## config.mk

```make
export PLATFORM = sky130hd
export DESIGN_NAME = text_overlay_sched
export DESIGN_NICKNAME = d
export VERILOG_FILES = /design/src/rtl/text_pkg.sv /design/src/rtl/text_slot_hit.sv /design/src/rtl/text_overlay_sched.sv
export SDC_FILE = /design/constraint.sdc
export NUM_CORES = 1
export LEC_CHECK = 0
export CAP_MARGIN = 10
export CORE_MARGIN = 1.5
export CORE_UTILIZATION = 40
export DETAILED_ROUTE_END_ITERATION = 6
export PLACE_DENSITY = 0.54
export SLEW_MARGIN = 20
export SYNTH_ARGS = -nofsm -noshare
export SYNTH_HDL_FRONTEND = slang
export SYNTH_HIERARCHICAL = 1
export SYNTH_SLANG_ARGS = --single-unit
```

## constraint.sdc

```tcl
create_clock -name Clk -period 22.9 [get_ports Clk]
set_clock_uncertainty 0.2 [all_clocks]
set_input_delay 4.58 -clock Clk [delete_from_list [all_inputs] [get_ports Clk]]
set_output_delay 4.58 -clock Clk [all_outputs]
set_load 0.01 [all_outputs]
```

## src/rtl/text_pkg.sv

```systemverilog
// Shared types and constants for the text overlay scheduler.
package text_pkg;

    localparam int         TEXT_SPR_W       = 42;
    localparam int         TEXT_SPR_H       = 38;
    localparam logic [5:0] TEXT_TRANSPARENT = 6'h00;

    typedef struct packed {
        logic [9:0] x;
        logic [9:0] y;
        logic [1:0] sel;
        logic       en;
        logic       blink;
    } text_slot_t;

endpackage

```

## src/rtl/text_slot_hit.sv

```systemverilog
// Window test for one text slot plus the sprite-local coordinates of the current pixel.
module text_slot_hit
    import text_pkg::*;
#(
    parameter int SPR_W = TEXT_SPR_W,
    parameter int SPR_H = TEXT_SPR_H
) (
    input  text_slot_t i_slot,
    input  logic       i_hide,
    input  logic [9:0] i_draw_x,
    input  logic [9:0] i_draw_y,
    output logic       o_hit,
    output logic [5:0] o_loc_x,
    output logic [5:0] o_loc_y
);

    logic [10:0] w_x_end;
    logic [10:0] w_y_end;
    logic        w_in_x;
    logic        w_in_y;

    // One extra bit so an origin near the right/bottom edge cannot wrap back to 0.
    assign w_x_end = {1'b0, i_slot.x} + 11'(SPR_W);
    assign w_y_end = {1'b0, i_slot.y} + 11'(SPR_H);

    assign w_in_x = (i_draw_x >= i_slot.x) && ({1'b0, i_draw_x} < w_x_end);
    assign w_in_y = (i_draw_y >= i_slot.y) && ({1'b0, i_draw_y} < w_y_end);

    assign o_hit   = i_slot.en && !i_hide && w_in_x && w_in_y;
    assign o_loc_x = 6'(i_draw_x - i_slot.x);
    assign o_loc_y = 6'(i_draw_y - i_slot.y);

endmodule

```

## src/rtl/text_overlay_sched.sv

```systemverilog
// Shares one text-sprite ROM port among NUM_SLOTS overlay slots; 2-stage pixel pipeline.
// Optional blinking is built only when TEXT_BLINK_EN is defined.
module text_overlay_sched
    import text_pkg::*;
#(
    parameter int NUM_SLOTS    = 4,
    parameter int SPR_W        = TEXT_SPR_W,
    parameter int SPR_H        = TEXT_SPR_H,
    parameter int BLINK_FRAMES = 30
) (
    input  logic       Clk,
    input  logic       Reset,
    input  logic       frame_clk,
    input  logic [9:0] DrawX,
    input  logic [9:0] DrawY,
    input  logic       cfg_we,
    input  logic [1:0] cfg_slot,
    input  logic [9:0] cfg_x,
    input  logic [9:0] cfg_y,
    input  logic [1:0] cfg_sel,
    input  logic       cfg_en,
    input  logic       cfg_blink,
    output logic [5:0] RomX,
    output logic [5:0] RomY,
    output logic [1:0] RomSel,
    input  logic [5:0] RomData,
    output logic [5:0] TextPixel,
    output logic       TextValid
);

    localparam int SW = (NUM_SLOTS > 1) ? $clog2(NUM_SLOTS) : 1;

    logic [2:0]  r_fsync;
    logic        w_frame_tick;
    text_slot_t  r_shadow [NUM_SLOTS];
    text_slot_t  r_active [NUM_SLOTS];
    logic        w_phase;

    logic [NUM_SLOTS-1:0]      w_hit;
    logic [NUM_SLOTS-1:0][5:0] w_loc_x;
    logic [NUM_SLOTS-1:0][5:0] w_loc_y;
    logic                      w_any;
    logic [SW-1:0]             w_win;

    logic [5:0] r_rom_x;
    logic [5:0] r_rom_y;
    logic [1:0] r_rom_sel;
    logic       r_hit_q;
    logic [5:0] r_text_pixel;
    logic       r_text_valid;

    // frame_clk is asynchronous: two sync flops, third flop for edge detect.
    always_ff @(posedge Clk or posedge Reset) begin
        if (Reset) r_fsync <= '0;
        else       r_fsync <= {r_fsync[1:0], frame_clk};
    end

    assign w_frame_tick = r_fsync[1] & ~r_fsync[2];

    // Commit reads the shadow before this cycle's write lands.
    always_ff @(posedge Clk or posedge Reset) begin
        if (Reset) begin
            for (int i = 0; i < NUM_SLOTS; i++) begin
                r_shadow[i] <= '0;
                r_active[i] <= '0;
            end
        end else begin
            if (w_frame_tick) begin
                for (int i = 0; i < NUM_SLOTS; i++) r_active[i] <= r_shadow[i];
            end
            if (cfg_we) begin
                r_shadow[cfg_slot] <= '{x: cfg_x, y: cfg_y, sel: cfg_sel,
                                        en: cfg_en, blink: cfg_blink};
            end
        end
    end

`ifdef TEXT_BLINK_EN
    localparam int CNT_W = (BLINK_FRAMES > 1) ? $clog2(BLINK_FRAMES) : 1;

    logic [CNT_W-1:0] r_blink_cnt;
    logic             r_phase;

    always_ff @(posedge Clk or posedge Reset) begin
        if (Reset) begin
            r_blink_cnt <= '0;
            r_phase     <= 1'b0;
        end else if (w_frame_tick) begin
            if (r_blink_cnt == CNT_W'(BLINK_FRAMES - 1)) begin
                r_blink_cnt <= '0;
                r_phase     <= ~r_phase;
            end else begin
                r_blink_cnt <= r_blink_cnt + CNT_W'(1);
            end
        end
    end

    assign w_phase = r_phase;
`else
    assign w_phase = 1'b0;
`endif

    for (genvar g = 0; g < NUM_SLOTS; g++) begin : g_slot
        text_slot_hit #(
            .SPR_W (SPR_W),
            .SPR_H (SPR_H)
        ) u_hit (
            .i_slot   (r_active[g]),
            .i_hide   (r_active[g].blink & w_phase),
            .i_draw_x (DrawX),
            .i_draw_y (DrawY),
            .o_hit    (w_hit[g]),
            .o_loc_x  (w_loc_x[g]),
            .o_loc_y  (w_loc_y[g])
        );
    end

    // Scan high to low so the lowest hitting index overrides.
    always_comb begin
        w_any = 1'b0;
        w_win = '0;
        for (int i = NUM_SLOTS - 1; i >= 0; i--) begin
            if (w_hit[i]) begin
                w_any = 1'b1;
                w_win = SW'(i);
            end
        end
    end

    always_ff @(posedge Clk or posedge Reset) begin
        if (Reset) begin
            r_rom_x   <= '0;
            r_rom_y   <= '0;
            r_rom_sel <= '0;
            r_hit_q   <= 1'b0;
        end else begin
            r_hit_q <= w_any;
            if (w_any) begin
                r_rom_x   <= w_loc_x[w_win];
                r_rom_y   <= w_loc_y[w_win];
                r_rom_sel <= r_active[w_win].sel;
            end
        end
    end

    always_ff @(posedge Clk or posedge Reset) begin
        if (Reset) begin
            r_text_pixel <= '0;
            r_text_valid <= 1'b0;
        end else begin
            r_text_pixel <= r_hit_q ? RomData : '0;
            r_text_valid <= r_hit_q && (RomData != TEXT_TRANSPARENT);
        end
    end

    assign RomX      = r_rom_x;
    assign RomY      = r_rom_y;
    assign RomSel    = r_rom_sel;
    assign TextPixel = r_text_pixel;
    assign TextValid = r_text_valid;

endmodule

```

==> flow_summary.toml <==
[worst_setup_path]
critical_path.cell_chain = "clkdlybuf4s50_1 > ha_1 > o21bai_1 > a31oi_1 > or3_1 > a221oi_2 > nor4b_4 > buf_4 > nor4b_4 > nand2_1 > a31oi_1"
slowest_delay_ns = 0.83
crit_arrival_ns = 8.57
worst_path_max_delay_cell = "sky130_fd_sc_hd__clkdlybuf4s50_1"
critPathRequiredTime_ns = 23.16
crit_family = "simple AND/OR/NAND/NOR gates"
setup.worst_path.end_class = "register"
cp-start-kind = "input port"
path_class = "input port to register"
reg2reg_slack_ns = 18.32
critical_path_buf_inv_count = 2
crit_path_max_fanout = 30

[global_route]
first_global_vias = 9534
grt_use_total = 0.191
global_route.overflow_total = 0
grt_pass1_wl_um = 53500
number_of_antenna_violations_at_the_first_check_in_global_routing = 0
maximum_number_of_pins_on_one_net_before_global_route_repair = 144

[finish]
design_area_um2 = 15900
finish.net_count = 1577
diodes = 0
layout_area_overhead_pct = 15.3
instances_no_fill = 1817
nFillCells = 3193
final_layout_size_suffix_gt1_frac = 0.205
final_util = 0.471

[die]
std_cell_rows = 67
die_h_um = 189
io_pins = 77
starting_density = 0.409
fp.dieW_um = 189
die_area_um2 = 35600
core_region_area_um2 = 33700

[logic_synthesis]
post_synth.cell_area_avg_um2 = 10.9
netlist_instances = 1268
number_of_warnings_printed_during_yosys_synthesis = 6
synthesis.area_um2 = 13800

[timing]
finalSetupViolations = 0
final.min_clock_period_ns = 8.31
timing_hold_violations_final = 0
timing_worst_slew_pin_value_ns = 0.959
fmaxAchievable_mhz = 120
slew-limit-headroom = 0.358
grt_setup_unrepaired = "no"
period_share = 0.363
final-max-slew-violation-count = 0
setup_slack_ns = 14.59
fin_tns_setup_ns = 0

[power]
ir_worst_vdd_mv = 0.0544
p_leak_uw = 0.00732
power.density_cell_area_nw_per_um2 = 103

[clocking]
cts-buffers-inserted = 26
clock_tree_from_tritoncts = "done"
buffer_levels_on_the_longest_clock_path = 3
root_buffer = "sky130_fd_sc_hd__clkbuf_16"
clkLatencyLatePin_ns = 0.54
cts_resized = 0
cts.htree.levels = 1
cts.sinks = 209
cts.hold.buffers_added = 0
clkSlewWorstSetupHoldPaths_ns = 0.06
post_cts.repair.setup_buffers = 0

[placement]
placedInstanceArea_um2 = 15000
post-place-ws_ns = 14.04
place_congestion = 0.829
placedCellCount = 1772
portbufs = 75
detailed_place_hpwl_um = 24000

[routing]
number_of_search_and_repair_iterations_in_the_first_detailed_routing_pass = 5
routed_wire_length_per_instance_um = 18.1
finalWirelength_um = 32900
residual_drc_count = 0
drt_iter0_markers = 585
number_of_routed_nets_with_antenna_violations = 0
viasPerCell = 5.21
route.vias.total = 9472

[outcome]
outcome = "finished, final reports clean"

[job]
count_of_max_cap_constraint_violations = 0

[worst_hold_path]
worstHoldPathType = "register to register"
==> state kept, by name (all words and copies together), names as in the netlist <==
name,cells
TextValid,1
RomX,6
r_shadow,92
r_active,92
RomSel,2
RomY,6
r_fsync,3
r_hit_q,1
TextPixel,6
==> path summary, 6_finish.rpt <==
| kind | from | end | cells past startpoint |
|---|---|---|---|
| min in group asynchronous | Reset | r_active[95]$_DFFE_PP0P_ | 2 |
| max | DrawY[1] | RomSel[0]$_DFFE_PP0P_ | 11 |
| min | r_fsync[0]$_DFF_PP0_ | r_fsync[1]$_DFF_PP0_ | 0 |
| max reg2reg | r_active[77]$_DFFE_PP0P_ | RomSel[0]$_DFFE_PP0P_ | 14 |
| min reg2reg | r_fsync[0]$_DFF_PP0_ | r_fsync[1]$_DFF_PP0_ | 0 |
| max in group asynchronous | Reset | r_shadow[75]$_DFFE_PP0P_ | 3 |
==> metrics by stage <==
step / hold WS (ns) / power (uW)
after global placement: 0.137 / 1230
after CTS: 0.152 / 1650
after global routing: 0.169 / 1760
after floorplan: 0.131 / 1040
after detailed placement: 0.139 / 1250
final: 0.156 / 1630
==> report_power, final <==
group	total [uW]	internal, uW	switching (uW)	leakage [uW]
Sequential	541	462	78.6	0.00250
Clock	389	232	157	0.000404
Combinational	701	345	355	0.00442
Total	1630	1040	591	0.00732
==> routing by layer <==
layer	vias up	GRT usage	part of all wire	wire length, um
met3	38	0.0209	0.027	901
met4	0	0.0433	0.021	689
met5	-	0	0	0
li1	4664	-	-	-
met2	131	0.306	0.46	15000
met1	4639	0.275	0.50	16300
==> area by class of cell <==
| type | instances | area, um^2 | share of cell area |
|---|---|---|---|
| clock inverter | 9 | 88.8 | 0.00559 |
| sequential | 209 | 5230 | 0.329 |
| timing repair buffer | 84 | 831 | 0.0523 |
| tap | 448 | 561 | 0.0353 |
| inverter | 138 | 531 | 0.0334 |
| multi-input combinational | 894 | 7910 | 0.498 |
| clock buffer | 35 | 724 | 0.0456 |
==> cell usage in the layout (no fill, tap or decap), types with 26 or more instances in the layout <==
cell                              instances
sky130_fd_sc_hd__mux2_2                 182
sky130_fd_sc_hd__dfrtp_1                209
sky130_fd_sc_hd__nand2_1                 43
sky130_fd_sc_hd__clkdlybuf4s50_1         75
sky130_fd_sc_hd__ha_1                   160
sky130_fd_sc_hd__xnor2_1                 63
sky130_fd_sc_hd__clkbuf_16               26
sky130_fd_sc_hd__inv_1                  137
sky130_fd_sc_hd__o21ai_0                 43
sky130_fd_sc_hd__a21oi_1                 37
sky130_fd_sc_hd__nor2_1                  85
No activity file was read; power rests on OpenSTA's default activity.
==> variant (same settings) <==
Change the parameter `NUM_SLOTS` from 4 to 2.
--- a/src/rtl/text_overlay_sched.sv
+++ b/src/rtl/text_overlay_sched.sv
@@ -3,7 +3,7 @@
 module text_overlay_sched
     import text_pkg::*;
 #(
-    parameter int NUM_SLOTS    = 4,
+    parameter int NUM_SLOTS    = 2,
     parameter int SPR_W        = TEXT_SPR_W,
     parameter int SPR_H        = TEXT_SPR_H,
     parameter int BLINK_FRAMES = 30
Formal check against the unedited RTL: not equivalent (a bounded check fails within 10 cycles, from zero or initial values and one cycle with Reset high).
==> variant against the unedited design <==
Sequential cell count decreased by 92; routed wire length down 50%; first-iteration DRC count fell by 69%; worst setup slack better by 0.99 ns; non-clock buffer count decreased by 4; cell area is 44% lower; area after synthesis is 47% lower; global-route usage shrank 0.55 points; power is 44% lower; sequential power down 45%; critical path type unchanged.
==> variant: results (changes against the unedited design) <==
status: "finished clean"  # unchanged
fin_nets: 876  # was 1,577
cp_slowest_stage_delay_ns: 0.48  # was 0.83 ns
reg2reg_setup_slack_ns: 19.07  # was 18.32 ns
dp_cells: 946  # was 1,772
drtAntennaViolNets: 0  # unchanged
critPathMaxFanout: 15  # was 30
cts_repair_resize_count: 0  # unchanged
yosys_warnings: 6  # unchanged
numCtsBuffers: 17  # was 26
power_leakage_nw: 3.99  # was 7.32 nW
dpl.hpwl_um: 12100  # was 24,000 um
largestRegisters: "r_active (46), r_shadow (46)"  # was r_active (92), r_shadow (92)
placed_cell_areas_um2: 8270  # was 15,000 um^2
antennaDiodeCount: 0  # unchanged
layout-drive-gt1-share_pct: 20.2  # was 20.5%
grt_start_max_net_pins: 72  # was 144
ctsHtreeMaxLevel: 4  # was 1
num_vias: 5026  # was 9,472
critical_path_arrival_ns: 7.42  # was 8.57 ns
drt_iter0_drc: 183  # was 585
clock_latency_ns: 0.43  # was 0.54 ns
critPathSlowestCell: "sky130_fd_sc_hd__clkdlybuf4s50_1"  # unchanged
post_cts_hold_buffer_count: 0  # unchanged
worst_setup_hold_path_clk_slew_ns: 0.06  # about the same
worst_path_dominant_cell_family: "buffers and inverters"  # was simple AND/OR/NAND/NOR gates
antenna_found_initial: 0  # unchanged
worst_ir_drop_vdd_mv: 0.0544  # about the same
postCtsSetupRepairBufs: 0  # unchanged
gp_routability_congestion: 0.809  # was 0.829
ctsLongestPathBuffers: 2  # was 3
port-buffer-count: 75  # unchanged
route.detailed.wl_per_inst_um: 16.7  # was 18.1 um
clk_root_buffer_cell: "sky130_fd_sc_hd__clkbuf_16"  # unchanged
first_global_vias: 5317  # was 9,534
worst_tran_pin_value_ns: 0.904  # was 0.959 ns
wire_length_of_the_first_global_routing_pass_um: 26500  # was 53,500 um
final_max_slew_viol_count: 0  # unchanged
globalRouteTotalUtil_pct: 18.5  # was 19.1%
worst_hold_path_class: "register to register"  # unchanged
synth_cells: 650  # was 1,268
wl_um: 16300  # was 32,900 um
drt_first_pass_iters: 4  # was 5
variant: cell count changes in the layout (fill, tap and decap cells not counted), moves of 19 or more:
cell	before	now
sky130_fd_sc_hd__a31oi_1	24	5
sky130_fd_sc_hd__xnor2_1	63	29
sky130_fd_sc_hd__dfrtp_1	209	117
sky130_fd_sc_hd__inv_1	137	63
sky130_fd_sc_hd__nor2_1	85	34
sky130_fd_sc_hd__ha_1	160	80
sky130_fd_sc_hd__a21oi_1	37	11
sky130_fd_sc_hd__mux2_2	182	91
variant: final cells by class:
cell class	instances	area, um^2
Clock buffer	18	439
Clock inverter	14	150
Fill cell	1624	9040
Inverter	64	243
Multi-Input combinational cell	456	4030
Sequential cell	117	2930
Tap cell	229	287
Timing Repair Buffer	80	788
variant: per-layer routing:
layer,GRT usage (%),routed length [um],vias to the layer above,share of wire [%]
met3,4.39,506,21,3.1
met1,22.0,7190,2468,44
li1,-,-,2468,-
met2,32.6,8350,69,51
met5,0,0,-,0
met4,6.54,271,0,1.7
variant: power breakdown:
group / internal [mW] / switching [mW] / total [mW]
logic: 0.180 / 0.173 / 0.353
registers: 0.258 / 0.0406 / 0.298
clock network: 0.163 / 0.101 / 0.264
variant: final timing paths:
check,from,endpoint,cells after the start
worst min-delay path,r_fsync[0]$_DFF_PP0_,r_fsync[1]$_DFF_PP0_,0
max in group asynchronous,Reset,TextPixel[1]$_DFF_PP0_,3
min in group asynchronous,Reset,r_fsync[0]$_DFF_PP0_,2
worst max register to register,r_active[15]$_DFFE_PP0P_,RomX[0]$_DFFE_PP0P_,14
worst min register to register,r_fsync[0]$_DFF_PP0_,r_fsync[1]$_DFF_PP0_,0
worst max-delay path,DrawY[0],RomX[0]$_DFFE_PP0P_,12
variant: per-stage QoR:
step | util, % | worst slack (ns) | hold slack, ns | total power [mW]
final | 49.5 | 15.58 | 0.147 | 0.916
after global routing | 49.5 | 15.45 | 0.168 | 0.984
after CTS | 49.5 | 15.60 | 0.150 | 0.928
after detailed placement | 46.2 | 15.14 | 0.138 | 0.657
after global placement | 46.2 | 15.17 | 0.131 | 0.641
after floorplan | - | 15.02 | 0.131 | 0.545
